==> src/rtl/seq_restoring_divider_pkg.sv <==
// Shared types for the sequential restoring divider.
// FSM state encoding and counter sizing helper.
package seq_restoring_divider_pkg;

  typedef enum logic [1:0] {
    S_IDLE = 2'd0,
    S_RUN  = 2'd1,
    S_DONE = 2'd2
  } div_state_e;

  function automatic int cnt_width(input int w);
    return $clog2(w + 1);
  endfunction

endpackage

==> src/rtl/seq_restoring_divider_sub_level.sv <==
// Ripple-borrow subtractor: a chain of full-subtractor cells.
// b_out=1 means a<b (unsigned).
module sub_level #(
  parameter int N = 8
) (
  input  logic [N-1:0] a,
  input  logic [N-1:0] b,
  output logic [N-1:0] diff,
  output logic         b_out
);

  always_comb begin
    logic bw;
    bw   = 1'b0;
    diff = '0;
    for (int i = 0; i < N; i++) begin
      diff[i] = a[i] ^ b[i] ^ bw;
      bw = (~a[i] & b[i]) |
           (~(a[i] ^ b[i]) & bw);
    end
    b_out = bw;
  end

endmodule

==> src/rtl/seq_restoring_divider.sv <==
// Multi-cycle unsigned restoring divider.
// One quotient bit per clock, start/done handshake.
module seq_restoring_divider #(
  parameter int WIDTH = 7
) (
  input  logic             clk,
  input  logic             rst_n,
  input  logic             start,
  input  logic [WIDTH-1:0] dividend,
  input  logic [WIDTH-1:0] divisor,
  output logic             busy,
  output logic             done,
  output logic [WIDTH-1:0] quotient,
  output logic [WIDTH-1:0] remainder,
  output logic             div_by_zero
);

  import seq_restoring_divider_pkg::*;

  localparam int CW = cnt_width(WIDTH);

  div_state_e state_q, state_d;

  logic [WIDTH-1:0] a_q, a_d;
  logic [WIDTH-1:0] q_q, q_d;
  logic [WIDTH-1:0] m_q, m_d;
  logic [CW-1:0]    cnt_q, cnt_d;
  logic             dz_q, dz_d;
  logic [WIDTH-1:0] quo_q, quo_d;
  logic [WIDTH-1:0] rem_q, rem_d;
  logic             dzo_q, dzo_d;
  logic             done_q, done_d;

  logic [WIDTH:0]   a_sh;
  logic [WIDTH:0]   trial;
  logic             borrow;
  logic             unused_msb;

  assign a_sh = {a_q, q_q[WIDTH-1]};

  sub_level #(
    .N(WIDTH + 1)
  ) u_sub (
    .a    (a_sh),
    .b    ({1'b0, m_q}),
    .diff (trial),
    .b_out(borrow)
  );

  // a_sh[WIDTH] is zero on restore and trial[WIDTH] on success
  assign unused_msb = trial[WIDTH];

  always_comb begin
    state_d = state_q;
    a_d     = a_q;
    q_d     = q_q;
    m_d     = m_q;
    cnt_d   = cnt_q;
    dz_d    = dz_q;
    quo_d   = quo_q;
    rem_d   = rem_q;
    dzo_d   = dzo_q;
    done_d  = 1'b0;
    unique case (1'b1)
      state_q == S_IDLE: begin
        if (start) begin
          if (divisor != '0) begin
            m_d     = divisor;
            q_d     = dividend;
            a_d     = '0;
            cnt_d   = CW'(WIDTH);
            dz_d    = 1'b0;
            state_d = S_RUN;
          end else begin
            a_d     = dividend;
            q_d     = '1;
            dz_d    = 1'b1;
            state_d = S_DONE;
          end
        end
      end
      state_q == S_RUN: begin
        q_d   = {q_q[WIDTH-2:0], ~borrow};
        a_d   = borrow ? a_sh[WIDTH-1:0]
                       : trial[WIDTH-1:0];
        cnt_d = cnt_q - CW'(1);
        if (cnt_q == CW'(1)) begin
          state_d = S_DONE;
        end
      end
      state_q == S_DONE: begin
        done_d  = 1'b1;
        quo_d   = q_q;
        rem_d   = a_q;
        dzo_d   = dz_q;
        state_d = S_IDLE;
      end
      default: begin
        state_d = S_IDLE;
      end
    endcase
  end

  always_ff @(posedge clk or negedge rst_n) begin
    if (!rst_n) begin
      state_q <= S_IDLE;
      a_q     <= '0;
      q_q     <= '0;
      m_q     <= '0;
      cnt_q   <= '0;
      dz_q    <= 1'b0;
      quo_q   <= '0;
      rem_q   <= '0;
      dzo_q   <= 1'b0;
      done_q  <= 1'b0;
    end else begin
      state_q <= state_d;
      a_q     <= a_d;
      q_q     <= q_d;
      m_q     <= m_d;
      cnt_q   <= cnt_d;
      dz_q    <= dz_d;
      quo_q   <= quo_d;
      rem_q   <= rem_d;
      dzo_q   <= dzo_d;
      done_q  <= done_d;
    end
  end

  assign busy        = (state_q == S_RUN);
  assign done        = done_q;
  assign quotient    = quo_q;
  assign remainder   = rem_q;
  assign div_by_zero = dzo_q;

endmodule

==> config.mk <==
export PLATFORM = sky130hd
export DESIGN_NAME = seq_restoring_divider
export DESIGN_NICKNAME = d
export VERILOG_FILES = /design/src/rtl/seq_restoring_divider_pkg.sv /design/src/rtl/seq_restoring_divider_sub_level.sv /design/src/rtl/seq_restoring_divider.sv
export SDC_FILE = /design/constraint.sdc
export NUM_CORES = 1
export LEC_CHECK = 0
export BUFFER_PORTS_ARGS = -buffer_cell sky130_fd_sc_hd__buf_2
export CAP_MARGIN = 15
export CORE_MARGIN = 5
export CORE_UTILIZATION = 50
export DETAILED_ROUTE_END_ITERATION = 6
export GPL_TIMING_DRIVEN = 0
export PLACE_DENSITY = 0.72
export SLEW_MARGIN = 20
export SYNTH_ARGS = -nofsm -noshare
export SYNTH_HDL_FRONTEND = slang
export SYNTH_SLANG_ARGS = --single-unit
==> constraint.sdc <==
create_clock -name clk -period 9.35 [get_ports clk]
set_input_delay 0.4675 -clock clk [delete_from_list [all_inputs] [get_ports clk]]
set_output_delay 0.4675 -clock clk [all_outputs]
set_load 0.01 [all_outputs]
======== Word level (Yosys, flattened, before mapping) ========
Cells that the tools add are included.
Widths: inputs -> output; s select.
storage, ports and cells
  output and inout port bits .............. 17
  word-level logic and storage cells ...... 89
  bits of input ports ..................... 17
  flip-flop bits (word level) ............. 43
cells by class
  equal/unequal tests ..................... 6
  bitwise logic cells ..................... 48
  reductions and logical operators ........ 8
  mux-type cells .......................... 16
  add/sub/neg operators ................... 1
operator list
  kind                 number
  $mux 7               5
  $pmux 7 s2           2
  $not 1->1            15
  $and 1x1->1          14
  $xor 1x1->1          13
  $reduce_bool 7->1    1
  $mux 2               3
  $mux 3               2
  $or 1x1->1           6
  $pmux 3 s2           1
  $reduce_and 2->1     3
  $reduce_and 3->1     2
  $ne 2x1->1 const B   2
  $pmux 2 s2           1
  $eq 3x1->1 const B   1
  $sub 3x1->3 const B  1
  $eq 2x1->1 const B   1
  $eq 2x2->1 const B   1
  $logic_not 2->1      1
  $mux 1               2
  $ne 2x2->1 const B   1
  $reduce_bool 2->1    1

======== Logic depth before layout (Yosys ltp) ========
  depth after elaboration ................. 17
  gate-level depth with buffers ........... 11
  gate-level depth less buffers ........... 11

======== Cells and area by module ========
A second synthesis with hierarchy kept.
unflattened totals
  cell total of the unflattened synthesis .. 202
  area total of the unflattened synthesis .. 2,242.2 sq um
by module, submodules not included
  module                 instances  area an instance (sq um)  sequential area each (sq um)  cells each
  seq_restoring_divider  1          2,021.9                   1,076.0                       176
  sub_level              1          220.2                     0.0                           26

======== Worst setup path after synthesis ========
No wires, ideal clock.
  path kind ............................... register to register
  start point ............................. register q_q[6]
  end point ............................... register a_q[2]
  arrival time ............................ 3.463 ns
  library setup time ...................... 0.126 ns
  path slack .............................. 5.761 ns
  required time ........................... 9.224 ns
  period minus slack after synthesis ...... 3.589 ns
  buffers on the path ..................... 0
  stages on the path, launching flop included .. 12
  path through ............................ dfrtp_1 > inv_1 > ha_1 > fa_1 > fa_1 > fa_1 > fa_1 > fa_1 > fa_1 > nand2b_1 > a211oi_1 > a221o_1
on the way
  cells in the longest elaborated chain, start to end .. 17
  elaborated cells between the ends (all ways) .. 18
  those cells by class .................... mux: 2; bitwise: 16
ends and longest elaborated chain
  what                    RTL line                               source
  from (decl)             seq_restoring_divider.sv:25            logic [WIDTH-1:0] q_q, q_d;
  from (signal assigned)  seq_restoring_divider.sv:119           q_q <= q_d;
  $not 1->1 *             seq_restoring_divider_sub_level.sv:18  bw = (~a[i] & b[i]) |
  $and 1x1->1 *           seq_restoring_divider_sub_level.sv:18
  $and 1x1->1 *           seq_restoring_divider_sub_level.sv:19  (~(a[i] ^ b[i]) & bw);
  $or 1x1->1 *            seq_restoring_divider_sub_level.sv:18
  $and 1x1->1             seq_restoring_divider_sub_level.sv:19
  $or 1x1->1              seq_restoring_divider_sub_level.sv:18
  $and 1x1->1             seq_restoring_divider_sub_level.sv:19
  $or 1x1->1              seq_restoring_divider_sub_level.sv:18
  $and 1x1->1             seq_restoring_divider_sub_level.sv:19
  $or 1x1->1              seq_restoring_divider_sub_level.sv:18
  $and 1x1->1             seq_restoring_divider_sub_level.sv:19
  $or 1x1->1              seq_restoring_divider_sub_level.sv:18
  $and 1x1->1             seq_restoring_divider_sub_level.sv:19
  $or 1x1->1              seq_restoring_divider_sub_level.sv:18
  $and 1x1->1             seq_restoring_divider_sub_level.sv:19
  $mux 7 *                seq_restoring_divider.sv:84            a_d = borrow ? a_sh[WIDTH-1:0]
  $pmux 7 s2 *            seq_restoring_divider.sv:64            unique case (1'b1)
  to (signal assigned)    seq_restoring_divider.sv:107           a_q <= '0;
  to (signal assigned)    seq_restoring_divider.sv:118           a_q <= a_d;
  to (decl)               seq_restoring_divider.sv:24            logic [WIDTH-1:0] a_q, a_d;
Every way passes the cells marked *; elsewhere a longest branch is shown, timed or not.
A chain may end at the register's enable or synchronous reset.

======== Final worst setup path ========
Ends and elaborated chain as after synthesis.

==> summary by stage <==
Run status
The flow ran to the end, and the final reports show no timing, DRC or antenna violations.

Synth
The cell count after synthesis is 190. The warning count from the yosys run is 0. By instance count, the leading cell after synthesis is dfrtp_1.

In this run, distinct cell masters in the synthesized netlist total 32. Of the total synthesized cell area, the portion taken by AND, OR, NAND and NOR gates is 11.5%. The synthesized design contains 0 enable-type register cells. The post-synthesis xor/xnor area fraction is 0%. The synthesized netlist net count is 216. The combinational family with the most area after synthesis is compound AO/OA/AOI/OAI gates. The fraction of registers with async set or reset after synthesis is 100%. For this run, the register share of the synthesized area comes to 50.8%. The dominant cell type by area after synthesis is dfrtp_1. Counting instances in the post-synthesis netlist gives the leading cell types as dfrtp_1, nand2_1, o21ai_0. In the post-synthesis netlist, the biggest area contributors are dfrtp_1, fa_1, mux2_2. The compound-cell area share of the yosys netlist is 18.1%.

Among all flip-flop cells after synthesis, the most frequent one is dfrtp_1. Measured against the total synthesized area, the mux share comes to 7.44%. After synthesis the cells add up to 2120 um2.

The share of synthesized area in the top cell type comes to 50.8%. A synthesized cell averages 11.1 um2. The post-synthesis share of cell area spent on full adders, half adders and majority gates is 7.44%. The post-synthesis register bit count is 43.

Power and ir drop
Combinational logic is responsible for 48.3% of the overall power. The internal portion of total power is 0.523 mW. Per report_power, the sequential group accounts for 38.2% of the total. The maximum ir drop on the vdd rail is 0.166 mV. For this design the total switching power over the nets is 0.322 mW. The switching share of power is 38.2%. In this run the static leakage power is 1.18 nW. The power per cell area is 348 nW/um2. The share of power burned in the clock network is 13.5%.

STA
The final period demand of the worst path is 3.97 ns. Timing would allow up to 252 MHz. The setup TNS is 0 ns. The transition time at the pin with the least slew margin is 0.948 ns. The worst path uses 42.4% of the clock period. Setup repair after global routing left no endpoint under its margin. In this run the tightest slew margin relative to its limit is 36.8%. The count of final hold-check violations is 0.

The number of max-slew violations in the final report is 0. The clock tree skew after final layout is 0.00456 ns. After layout, the worst setup slack is 5.38 ns. The number of failing setup endpoints in the final timing report is 0.

Min path
The classification of the worst-slack hold path is in -> async.

Global route
The total grt overflow is 0. The global-route wire length before repair is 7310 um. The initial antenna violation count is 0. Entering global routing, the biggest net connects 44 pins. The number of global-route vias before repair is 1473.

In the global route stage, overall resource usage came out at 17.6%.

Place
At the end of routability-driven placement, the weighted congestion stood at 0.771. The worst setup slack after placement is 5.47 ns. The placed wire-length estimate after detailed placement is 3240 um.

The count of buffers inserted at the top-level ports is 33.

Cells and area
0 antenna diodes ended up in the layout. At the end of the flow, the number of nets in the layout was 256. The multi-input logic area is 942 um2. The share of final-layout standard cells stronger than drive strength 1 is 27.3%. Counting the fill cells in the layout gives 362. Compared with the post-synthesis result, the final layout area differs by 14.7%.

The total area of sequential cells is 1080 um2.

Clock tree
The number of clock buffers inserted by TritonCTS is 5. TritonCTS built the clock tree. The later pin in the worst-skew pair is clocked with a latency of 0.29 ns. The number of gates resized after CTS was 0. The number of sinks handled by clock tree synthesis is 43. The clock root buffer is clkbuf_8.

Clock-pin slew was measured on the worst setup and hold paths at 0.08 ns. The clock passes through at most 2 buffers. The quantity of hold-fixing buffers added after cts is 0. The post-CTS setup buffer count is 0. CTS built an H-tree with a depth of 2.

Setup path
STA classifies the critical path endpoint as a flip-flop. The data arrival time of the critical path is 4.15 ns. The startpoint type of the worst setup path is a flip-flop. In this run the worst path has a maximum fanout of 9.

The worst setup path category is reg -> reg. Data on the critical path is required at its endpoint by 9.53 ns. The number of cells on the worst reg-to-reg path is 11.

Floorplan
The horizontal die dimension is 75.1 um. 34 I/O pins were placed. The die height is 75.1 um. In this run the core area contains 23 standard-cell rows. The die area is 5640 um2. The initial utilization of the core area, before any placement, comes to 52.2%. The placeable core area is 4060 um2.

Routing
Dividing the detail-routed wire length by the instance count gives 15.6 um. The via-per-instance ratio is 5.51. The number of search-and-repair iterations in the first detailed-routing pass is 4. The total via count after detailed routing is 1548. After detailed routing, the total wire length is 4380 um.

The initial DRC count is 92. In the routed design, unresolved DRC markers number 0. The count of nets left with antenna violations once routing finished came out at 0.

Run
Across the run, the number of max-cap violations was 0.
[area by class of cell]
type	count	share of cell area, %
buffer	11	2.11
inverter	13	2.01
multi-input combinational	123	38.8
sequential	43	44.3
clock buffer	5	2.83
timing repair buffer	33	6.80
tap	50	2.57
clock inverter	3	0.618
[sequential cells by signal, indices dropped and copies added, names as in the netlist]
register,cells
m_q,7
quotient,7
a_q,7
q_q,7
done,1
dz_q,1
div_by_zero,1
state_q,2
remainder,7
cnt_q,3
[cells by family after synthesis]
| kind of cell | count (synthesis) |
|---|---|
| muxes | 13 |
| buffers and inverters | 24 |
| DFF | 43 |
| adders and majority gates | 9 |
| AOI/OAI and AO/OA | 55 |
| and+or+nand+nor | 46 |
[path summary, 6_finish.rpt]
path,slack [ns],endpoint,startpoint
setup / recovery,5.38,a_q[2],q_q[6]
hold / removal,0.32,remainder[1],rst_n
setup reg to reg,5.38,a_q[2],q_q[6]
hold reg to reg,0.48,remainder[5],remainder[5]
max in group asynchronous,8.45,cnt_q[0],rst_n
min in group clk,0.41,m_q[6],divisor[6]
[cell usage in the layout, fill, tap and decap left out, types with 7 or more instances in the layout]
cell type / netlist / routed
o21ai_0: 16 / 16
dfrtp_1: 43 / 43
a221o_1: 7 / 7
buf_2: 2 / 35
a21oi_1: 10 / 10
mux2_2: 10 / 10
inv_1: 13 / 13
nor2_1: 10 / 10
clkbuf_1: 7 / 7
a22o_1: 8 / 8
nand2_1: 16 / 16
a211oi_1: 7 / 7
nor3b_1: 8 / 8
[critical path, cell delays in order (launching register included)]
cell	delay (ns)
dfrtp_1	0.41
inv_1	0.09
ha_1	0.21
fa_1	0.38
fa_1	0.39
fa_1	0.40
fa_1	0.42
fa_1	0.39
fa_1	0.50
nand2b_1	0.26
a211oi_1	0.12
a221o_1	0.28
[metrics by stage]
step / cells / util, % / power (mW) / hold WS (ns) / instance area [um2]
2_1_floorplan: 190 / - / 0.621 / 0.172 / 2120
3_3_place_gp: 273 / 57.8 / 0.722 / 0.459 / 2350
3_5_place_dp: 273 / 57.8 / 0.734 / 0.466 / 2350
4_1_cts: 281 / 59.9 / 0.852 / 0.342 / 2430
5_1_grt: 281 / 59.9 / 0.922 / 0.403 / 2430
6_report: 281 / 59.9 / 0.845 / 0.316 / 2430
[routing by layer]
layer | up-vias | wire, um | GRT usage, % | share of wire (%)
li1 | 750 | - | - | -
met3 | 5 | 210 | 4.14 | 4.8
met2 | 35 | 2060 | 26.9 | 47
met5 | - | 0 | 0 | 0
met4 | 0 | 50 | 4.74 | 1.1
met1 | 758 | 2060 | 25.1 | 47
[power by group through the flow]
stage               logic, mW  registers [mW]  clock network [mW]
finish                  0.408           0.323               0.114
global route            0.462           0.333               0.126
CTS                     0.411           0.324               0.118
detailed placement      0.407           0.327                   0
global placement        0.398           0.324                   0
floorplan               0.295           0.327                   0
Power figures use the tool's default switching activity.
